`src/rtl/dwc_result_monitor.sv`:
```
// Result monitor for the duplicate-with-compare comparator: completes the
// done/ack handshake, tallies match/mismatch outcomes, tracks consecutive
// mismatches and raises sticky fault / protocol-error flags plus an irq.
module dwc_result_monitor #(
  parameter int unsigned CNT_W        = 16,
  parameter int unsigned FAULT_THRESH = 3,
  parameter int unsigned ACK_TIMEOUT  = 64
) (
  input  logic             clk,
  input  logic             reset,
  input  logic [31:0]      cmp_done,
  input  logic [31:0]      cmp_match,
  output logic [31:0]      cmp_ack,
  input  logic             clr_counts,
  input  logic             clr_fault,
  output logic [CNT_W-1:0] match_count,
  output logic [CNT_W-1:0] mismatch_count,
  output logic [CNT_W-1:0] consec_mismatch,
  output logic             last_match,
  output logic             event_pulse,
  output logic             fault,
  output logic             proto_err,
  output logic             irq
);

  typedef enum logic [1:0] {IDLE, ACK, DRAIN} state_t;

  localparam int unsigned      TMO_W    = (ACK_TIMEOUT > 1) ? $clog2(ACK_TIMEOUT) : 1;
  localparam logic [CNT_W-1:0] CNT_MAX  = '1;
  localparam logic [CNT_W-1:0] THRESH   = CNT_W'(FAULT_THRESH);
  localparam logic [TMO_W-1:0] TMO_LAST = TMO_W'(ACK_TIMEOUT - 1);

  state_t             state_q, state_d;
  logic [TMO_W-1:0]   tmo_q, tmo_d;
  logic [CNT_W-1:0]   match_cnt_q, match_cnt_d;
  logic [CNT_W-1:0]   mis_cnt_q, mis_cnt_d;
  logic [CNT_W-1:0]   consec_q, consec_d;
  logic               last_q, last_d;
  logic               pulse_q, pulse_d;
  logic               fault_q, fault_d;
  logic               perr_q, perr_d;
  logic               done;
  logic               fault_set;
  logic               perr_set;

  function automatic logic [CNT_W-1:0] sat_inc(input logic [CNT_W-1:0] v);
    return (v == CNT_MAX) ? v : v + 1'b1;
  endfunction

  // Next-state, counter and flag logic; clear is applied before the captured event
  always_comb begin
    state_d     = state_q;
    tmo_d       = tmo_q;
    match_cnt_d = match_cnt_q;
    mis_cnt_d   = mis_cnt_q;
    consec_d    = consec_q;
    last_d      = last_q;
    pulse_d     = 1'b0;
    fault_set   = 1'b0;
    perr_set    = 1'b0;
    done        = |cmp_done;

    if (clr_counts) begin
      match_cnt_d = '0;
      mis_cnt_d   = '0;
      consec_d    = '0;
    end

    unique case (state_q)
      IDLE: begin
        if (done) begin
          pulse_d = 1'b1;
          tmo_d   = '0;
          state_d = ACK;
          last_d  = |cmp_match;
          if (|cmp_match) begin
            match_cnt_d = sat_inc(match_cnt_d);
            consec_d    = '0;
          end else begin
            mis_cnt_d = sat_inc(mis_cnt_d);
            consec_d  = sat_inc(consec_d);
            fault_set = (consec_d >= THRESH);
          end
        end
      end
      ACK: begin
        if (!done) begin
          state_d = IDLE;
        end else if (tmo_q == TMO_LAST) begin
          perr_set = 1'b1;
          state_d  = DRAIN;
        end else begin
          tmo_d = tmo_q + 1'b1;
        end
      end
      DRAIN: begin
        if (!done) state_d = IDLE;
      end
      default: state_d = IDLE;
    endcase

    fault_d = (fault_q & ~clr_fault) | fault_set;
    perr_d  = (perr_q & ~clr_fault) | perr_set;
  end

  // State and status registers with asynchronous active-low reset
  always_ff @(posedge clk or negedge reset) begin
    if (!reset) begin
      state_q     <= IDLE;
      tmo_q       <= '0;
      match_cnt_q <= '0;
      mis_cnt_q   <= '0;
      consec_q    <= '0;
      last_q      <= 1'b0;
      pulse_q     <= 1'b0;
      fault_q     <= 1'b0;
      perr_q      <= 1'b0;
    end else begin
      state_q     <= state_d;
      tmo_q       <= tmo_d;
      match_cnt_q <= match_cnt_d;
      mis_cnt_q   <= mis_cnt_d;
      consec_q    <= consec_d;
      last_q      <= last_d;
      pulse_q     <= pulse_d;
      fault_q     <= fault_d;
      perr_q      <= perr_d;
    end
  end

  assign cmp_ack         = {31'd0, state_q == ACK};
  assign match_count     = match_cnt_q;
  assign mismatch_count  = mis_cnt_q;
  assign consec_mismatch = consec_q;
  assign last_match      = last_q;
  assign event_pulse     = pulse_q;
  assign fault           = fault_q;
  assign proto_err       = perr_q;
  assign irq             = fault_q | perr_q;

endmodule

```
`config.mk`:
```
export PLATFORM = sky130hd
export DESIGN_NAME = dwc_result_monitor
export DESIGN_NICKNAME = d
export VERILOG_FILES = /design/src/rtl/dwc_result_monitor.sv
export SDC_FILE = /design/constraint.sdc
export NUM_CORES = 1
export LEC_CHECK = 0
export BUFFER_PORTS_ARGS = -buffer_cell sky130_fd_sc_hd__buf_2
export CAP_MARGIN = 20
export CORE_MARGIN = 4
export CORE_UTILIZATION = 35
export DETAILED_ROUTE_END_ITERATION = 6
export PLACE_DENSITY = 0.61
export SETUP_SLACK_MARGIN = 0.5
export SKIP_CTS_REPAIR_TIMING = 1
export SLEW_MARGIN = 20
export SYNTH_ARGS = -nofsm -noshare
export SYNTH_HDL_FRONTEND = slang
export SYNTH_SLANG_ARGS = --single-unit
```
`constraint.sdc`:
```
create_clock -name clk -period 2.6 [get_ports clk]
set_clock_uncertainty 0.05 [all_clocks]
set_input_delay 0.52 -clock clk [delete_from_list [all_inputs] [get_ports clk]]
set_output_delay 0.52 -clock clk [all_outputs]
set_load 0.05 [all_outputs]
```
* After elaboration in Yosys (flattened, before gate mapping)
Index checks and enable logic that the tools add are counted.
Widths: inputs -> output; s select.
** Operators by class
- Add/sub/neg operators :: 4
- $lt $le $gt $ge :: 1
- Equal/unequal tests :: 11
- Multiplexer cells :: 32
- Bitwise operators :: 6
- Reduce and logical (&&, ||, !) cells :: 7
** Operators by type and width (number)
- $mux 16 :: 15
- $reduce_or 32->1 :: 2
- $add 16x1->16 const B :: 3
- $eq 16x16->1 const B :: 3
- $mux 6 :: 3
- $ge 16x2->1 const B :: 1
- $pmux 6 s2 :: 1
- $mux 1 :: 8
- $mux 2 :: 4
- $add 6x1->6 const B :: 1
- $eq 6x6->1 const B :: 1
- $ne 2x2->1 const B :: 3
- $pmux 2 s3 :: 1
- $reduce_and 4->1 :: 1
- $ne 3x2->1 const B :: 1
- $or 1x1->1 :: 3
- $reduce_and 3->1 :: 1
- $and 1x1->1 :: 2
- $eq 2x1->1 const B :: 1
- $eq 2x2->1 const B :: 1
- $logic_not 2->1 :: 1
- $ne 2x1->1 const B :: 1
- $reduce_and 2->1 :: 1
- $reduce_bool 2->1 :: 1
- $not 1->1 :: 1
** Storage, ports and cells
- Register bits :: 60
- Input port bits :: 68
- Output and inout bits :: 85

* Logic depth before layout (Yosys ltp)
- Depth in word-level cells :: 8
- Mapped depth :: 12
- Gate-level depth less buffers :: 10

* Worst setup path before layout
Ideal clock, no wire load.
- Kind :: in2reg
- From :: input port clr_counts
- To :: register fault_q, in the netlist fault
- Setup time :: 0.143 ns
- Arrival :: 3.001 ns
- Data required time :: 2.407 ns
- Setup slack :: -0.594 ns
- Stages :: 12
- Buffers on the path :: 3
- Cells stage by stage :: buf_2 -> buf_1 -> clkbuf_1 -> nor2b_1 -> ha_1 -> nand4b_2 -> nor3_1 -> a31oi_1 -> nand4_1 -> xnor2_1 -> o41ai_1 -> a41oi_1
** On the way
- Cells in the longest elaborated chain, start to end :: 8
- Elaborated cells on any way between the ends :: 9
** RTL lines
- from (decl) :: RTL line 14 : input logic clr_counts,
- $mux 16 (*) :: RTL line 63 : if (clr_counts) begin
- $add 16x1->16 or $eq 16x16->1 (tied branches) :: RTL line 47 : return (v == CNT_MAX) ? v : v + 1'b1;
- $mux 16 (*) :: RTL line 47
- $ge 16x2->1 (*) :: RTL line 82 : fault_set = (consec_d >= THRESH);
- $mux 1 (*) :: RTL line 76 : if (|cmp_match) begin
- $mux 1 (*) :: RTL line 71 : if (done) begin
- $mux 1 (*) :: RTL line 69 : unique case (state_q)
- $or 1x1->1 (*) :: RTL line 102 : fault_d = (fault_q & ~clr_fault) | fault_set;
- via fault_d :: RTL line 40 : logic fault_q, fault_d;
- to (signal assigned) :: RTL line 126 : fault_q <= fault_d;
- to (decl) :: RTL line 40
Mark *: on every way through the listed nets, which the timed path passes. The rest lies on a longest branch.
A chain may end at the register's enable or synchronous reset.

* Worst setup path in the final report
- From :: register consec_q[0], in the netlist consec_mismatch[0]
- To :: register fault_q, in the netlist fault
** On the way
- Cells in the longest elaborated chain, start to end :: 8
- Elaborated cells on any way between the ends :: 9
** RTL lines
- from (decl) :: RTL line 37 : logic [CNT_W-1:0] consec_q, consec_d;
- from (signal assigned) :: RTL line 123 : consec_q <= consec_d;
- $mux 16 (*) :: RTL line 63
- $add 16x1->16 or $eq 16x16->1 (tied branches) :: RTL line 47
- $mux 16 (*) :: RTL line 47
- $ge 16x2->1 (*) :: RTL line 82
- $mux 1 (*) :: RTL line 76
- $mux 1 (*) :: RTL line 71
- $mux 1 (*) :: RTL line 69
- $or 1x1->1 (*) :: RTL line 102
- via fault_d :: RTL line 40
Marks and branches as above.

==> impl_metrics.csv <==
group,metric,value,unit
run_status,status,"finished, final reports clean",
setup_path,max_stage_delay,0.39,ns
layout,drive_above_1_share,46.00,%
detailed_routing,met2_wirelength,5973,um
layout,post-route-cell-area,5873,sq um
synth,avgSynthCellArea,8.623,sq um
clock_network,cts_tree,"done",
min_path,hp-class,"primary input to async pin",
setup_path,cp-end-kind,"flop",
floorplan,rows,37,
floorplan,ios,153,
timing,finalHoldViolations,0,
clock_network,clk_latency,0.34,ns
synth,yosysWarningCount,0,
layout,diodes,0,
timing,clock.fmax,442.9,MHz
placement,hpwl,8748,um
setup_path,arrival,2.41,ns
setup_path,start_kind,"flop",
flow_run,maxCapViolCount,0,
global_route,grt_pass1_wl,18550,um
synth,async_flop_share,100.0,%
synth,syn-cell-area,3820,sq um
detailed_routing,drcViolationCount,0,
setup_path,reg2reg_from,"consec_mismatch[0]",
detailed_routing,wl_met1,5264,um
setup_path,r2r_cells,9,
setup_path,worstPathMaxFanout,5,
synth,ys_types,52,
placement,placed_area,4959,sq um
placement,gp_congestion,0.8657,
clock_network,clkTransAtPathRegs,0.07,ns
floorplan,die_area,12650,sq um
global_route,grt_pass1_vias,3872,
clock_network,root_buffer,"clkbuf_8",
setup_path,crit_family,"simple AND/OR/NAND/NOR gates",
power,ir_worst_vdd,225.2,uV
timing,grt_setup_unrepaired,"yes",
detailed_routing,postRouteAntennaNets,0,
synth,netlist_instances,443,
setup_path,rr_endpoint,"fault",
synth,synthFlopType,"dfrtp_1",
global_route,antenna_found_initial,0,
power,power.density,465.6,nW/um^2
floorplan,die_h,112.5,um
setup_path,cp_data_required_time,2.76,ns
detailed_routing,dr.pass1.iters,5,
synth,synth_top_area_cell,"dfrtp_1",
synth,synth_area_leaders,"dfrtp_1 (39%), buf_4 (6.1%), nand4_1 (4.9%), nor2_1 (4.9%), xor2_1 (4.6%)",
layout,nets,704,
detailed_routing,route.top_layer_used,"met4",
synth,ys_seq_area_share,39.31,%
detailed_routing,first_iter_violations,219,
clock_network,htree_num_levels,3,
power,pwr-share-comb,28.6,%
clock_network,cts.sinks,60,
timing,maxSlewViolCount,0,
power,p_leak,2.749,nW
clock_network,cts_buffers,9,
setup_path,path_cells,"inv_2 -> nor2_4 -> ha_4 -> nand4b_4 -> buf_4 -> nor4_2 -> a211oi_2 -> nor4_1 -> a41oi_1",
global_route,grt_overflow,0,
floorplan,start_util,36.51,%
layout,final_cell_mix,"buf_2 (110), buf_4 (62), dfrtp_1 (53)",
timing,fin_crit_sh,86.85,%
synth,synth.top_cell.area_share,39.31,%
timing,setup_viol,0,
setup_path,path_buf_inv,2,
global_route,grt_max_degree,38,
detailed_routing,wl_per_cell,16.11,um
timing,maxSlewHeadroom,59.59,%
detailed_routing,route.met3.wl,1007,um
layout,syn2layout_area_growth,53.75,%
placement,port_buffers,121,
detailed_routing,via_per_inst,5.238,
global_route,grt_use_total,17.91,%
power,swShare,30.87,%
floorplan,coreArea,10460,sq um
timing,worst-slew-pin-transition,0.6062,ns
layout,final_core_util,56.13,%
setup_path,slowest_stage,"dfrtp_1",
setup_path,reg2reg_slack,0.34,ns
detailed_routing,num_vias,4049,
power,p_int,1.890,mW
setup_path,worstSetupPathType,"flop to flop",
detailed_routing,finalWirelength,12450,um
floorplan,die_w,112.5,um
synth,synth_seq_cells,60,
timing,min_period,2.258,ns
layout,mostFrequentLayoutCell,"buf_2",
clock_network,clock_path_buffers,2,
power,clkPwrFrac,35.8,%
power,seqPwrFrac,35.6,%
synth,synth_edf_count,0,
power,power.net_switching,0.8442,mW
state kept, by name (all words and copies together), names as in the netlist:
signal and count:
mismatch_count 16, tmo_q 6, consec_mismatch 16, proto_err 1
last_match 1, fault 1, event_pulse 1, match_count 16
state_q 2
metrics by stage:
stage          setup slack [ns]  hold WS (ns)  setup TNS [ns]  power, mW  instances
2_1_floorplan          -0.07875        0.1744        -0.07875      1.364        473
3_3_place_gp            0.05529        0.4288               0      1.499        725
3_5_place_dp          -0.002151        0.4496       -0.002151      1.509        725
4_1_cts                  0.2418        0.1426               0      2.497        741
5_1_grt                  0.1681        0.1761               0      2.859        773
6_report                 0.3420        0.1297               0      2.734        773
cell type report:
class	count	area [sq um]
well taps	136	170.2
flip-flops and latches	60	1510
clock buffers	13	158.9
clock inverters	3	68.82
multi-input cells	351	2555
repair buffers	195	1350
inverters	15	60.06
fillers	987	4589
per-layer routing:
metal  vias to the layer above  global-route usage, %
met4                         0                  7.131
met5                         -                      0
met3                        17                  4.367
met2                       189                  29.24
met1                      1930                  22.80
li1                       1913                      -
Yosys cell counts (2+ instances only):
library cell	instances
inv_1	14
dfrtp_1	60
and3_1	12
xor2_1	20
and4b_1	2
a22o_1	2
nand4_1	30
a22oi_1	2
nand2b_1	5
mux2_2	2
nor4_1	20
a31oi_1	2
nand3_1	14
or3_1	8
a311oi_2	2
nand2_1	28
nor2_1	50
nor3_1	9
and4_1	3
xnor2_1	12
o21bai_1	2
buf_4	31
a21oi_1	20
ha_1	4
a211oi_1	3
clkbuf_1	9
buf_2	5
nor2b_1	16
o21ai_0	27
o31ai_1	4
or2_2	2
o211ai_1	2
nor4_2	2
how the worst max path moves through the flow:
stage                             from           endpoint  slack [ns]  cells after the start
floorplan                   clr_counts              fault       -0.08                     12
global placement          cmp_match[9]  mismatch_count[5]        0.06                      8
detailed placement          clr_counts     match_count[7]      -0.002                     11
CTS                 consec_mismatch[0]              fault        0.24                     10
global route        consec_mismatch[0]              fault        0.17                      9
finish              consec_mismatch[0]              fault        0.34                      9
cell families (layout without fill, tap and decap cells):
| logic type | after synthesis | after routing | synth area share [%] |
|---|---|---|---|
| simple gates | 208 | 208 | 29.71 |
| compound gates | 73 | 73 | 11.89 |
| buf+inv | 62 | 226 | 9.498 |
| flops | 60 | 60 | 39.31 |
| xor+xnor | 32 | 32 | 7.337 |
| fa+ha+maj | 4 | 4 | 1.310 |
| mux | 3 | 3 | 0.8516 |
| other cells | 1 | 31 | 0.09817 |
power by group through the flow:
| stage | combinational (mW) | sequential [mW] | clock, mW |
|---|---|---|---|
| 2_1_floorplan | 0.326 | 1.04 | 0 |
| 3_3_place_gp | 0.498 | 1.00 | 0 |
| 3_5_place_dp | 0.506 | 1.00 | 0 |
| 4_1_cts | 0.507 | 0.985 | 1.01 |
| 5_1_grt | 0.830 | 0.975 | 1.05 |
| 6_report | 0.782 | 0.973 | 0.979 |
Note: power is estimated with default switching activity, not from simulation.
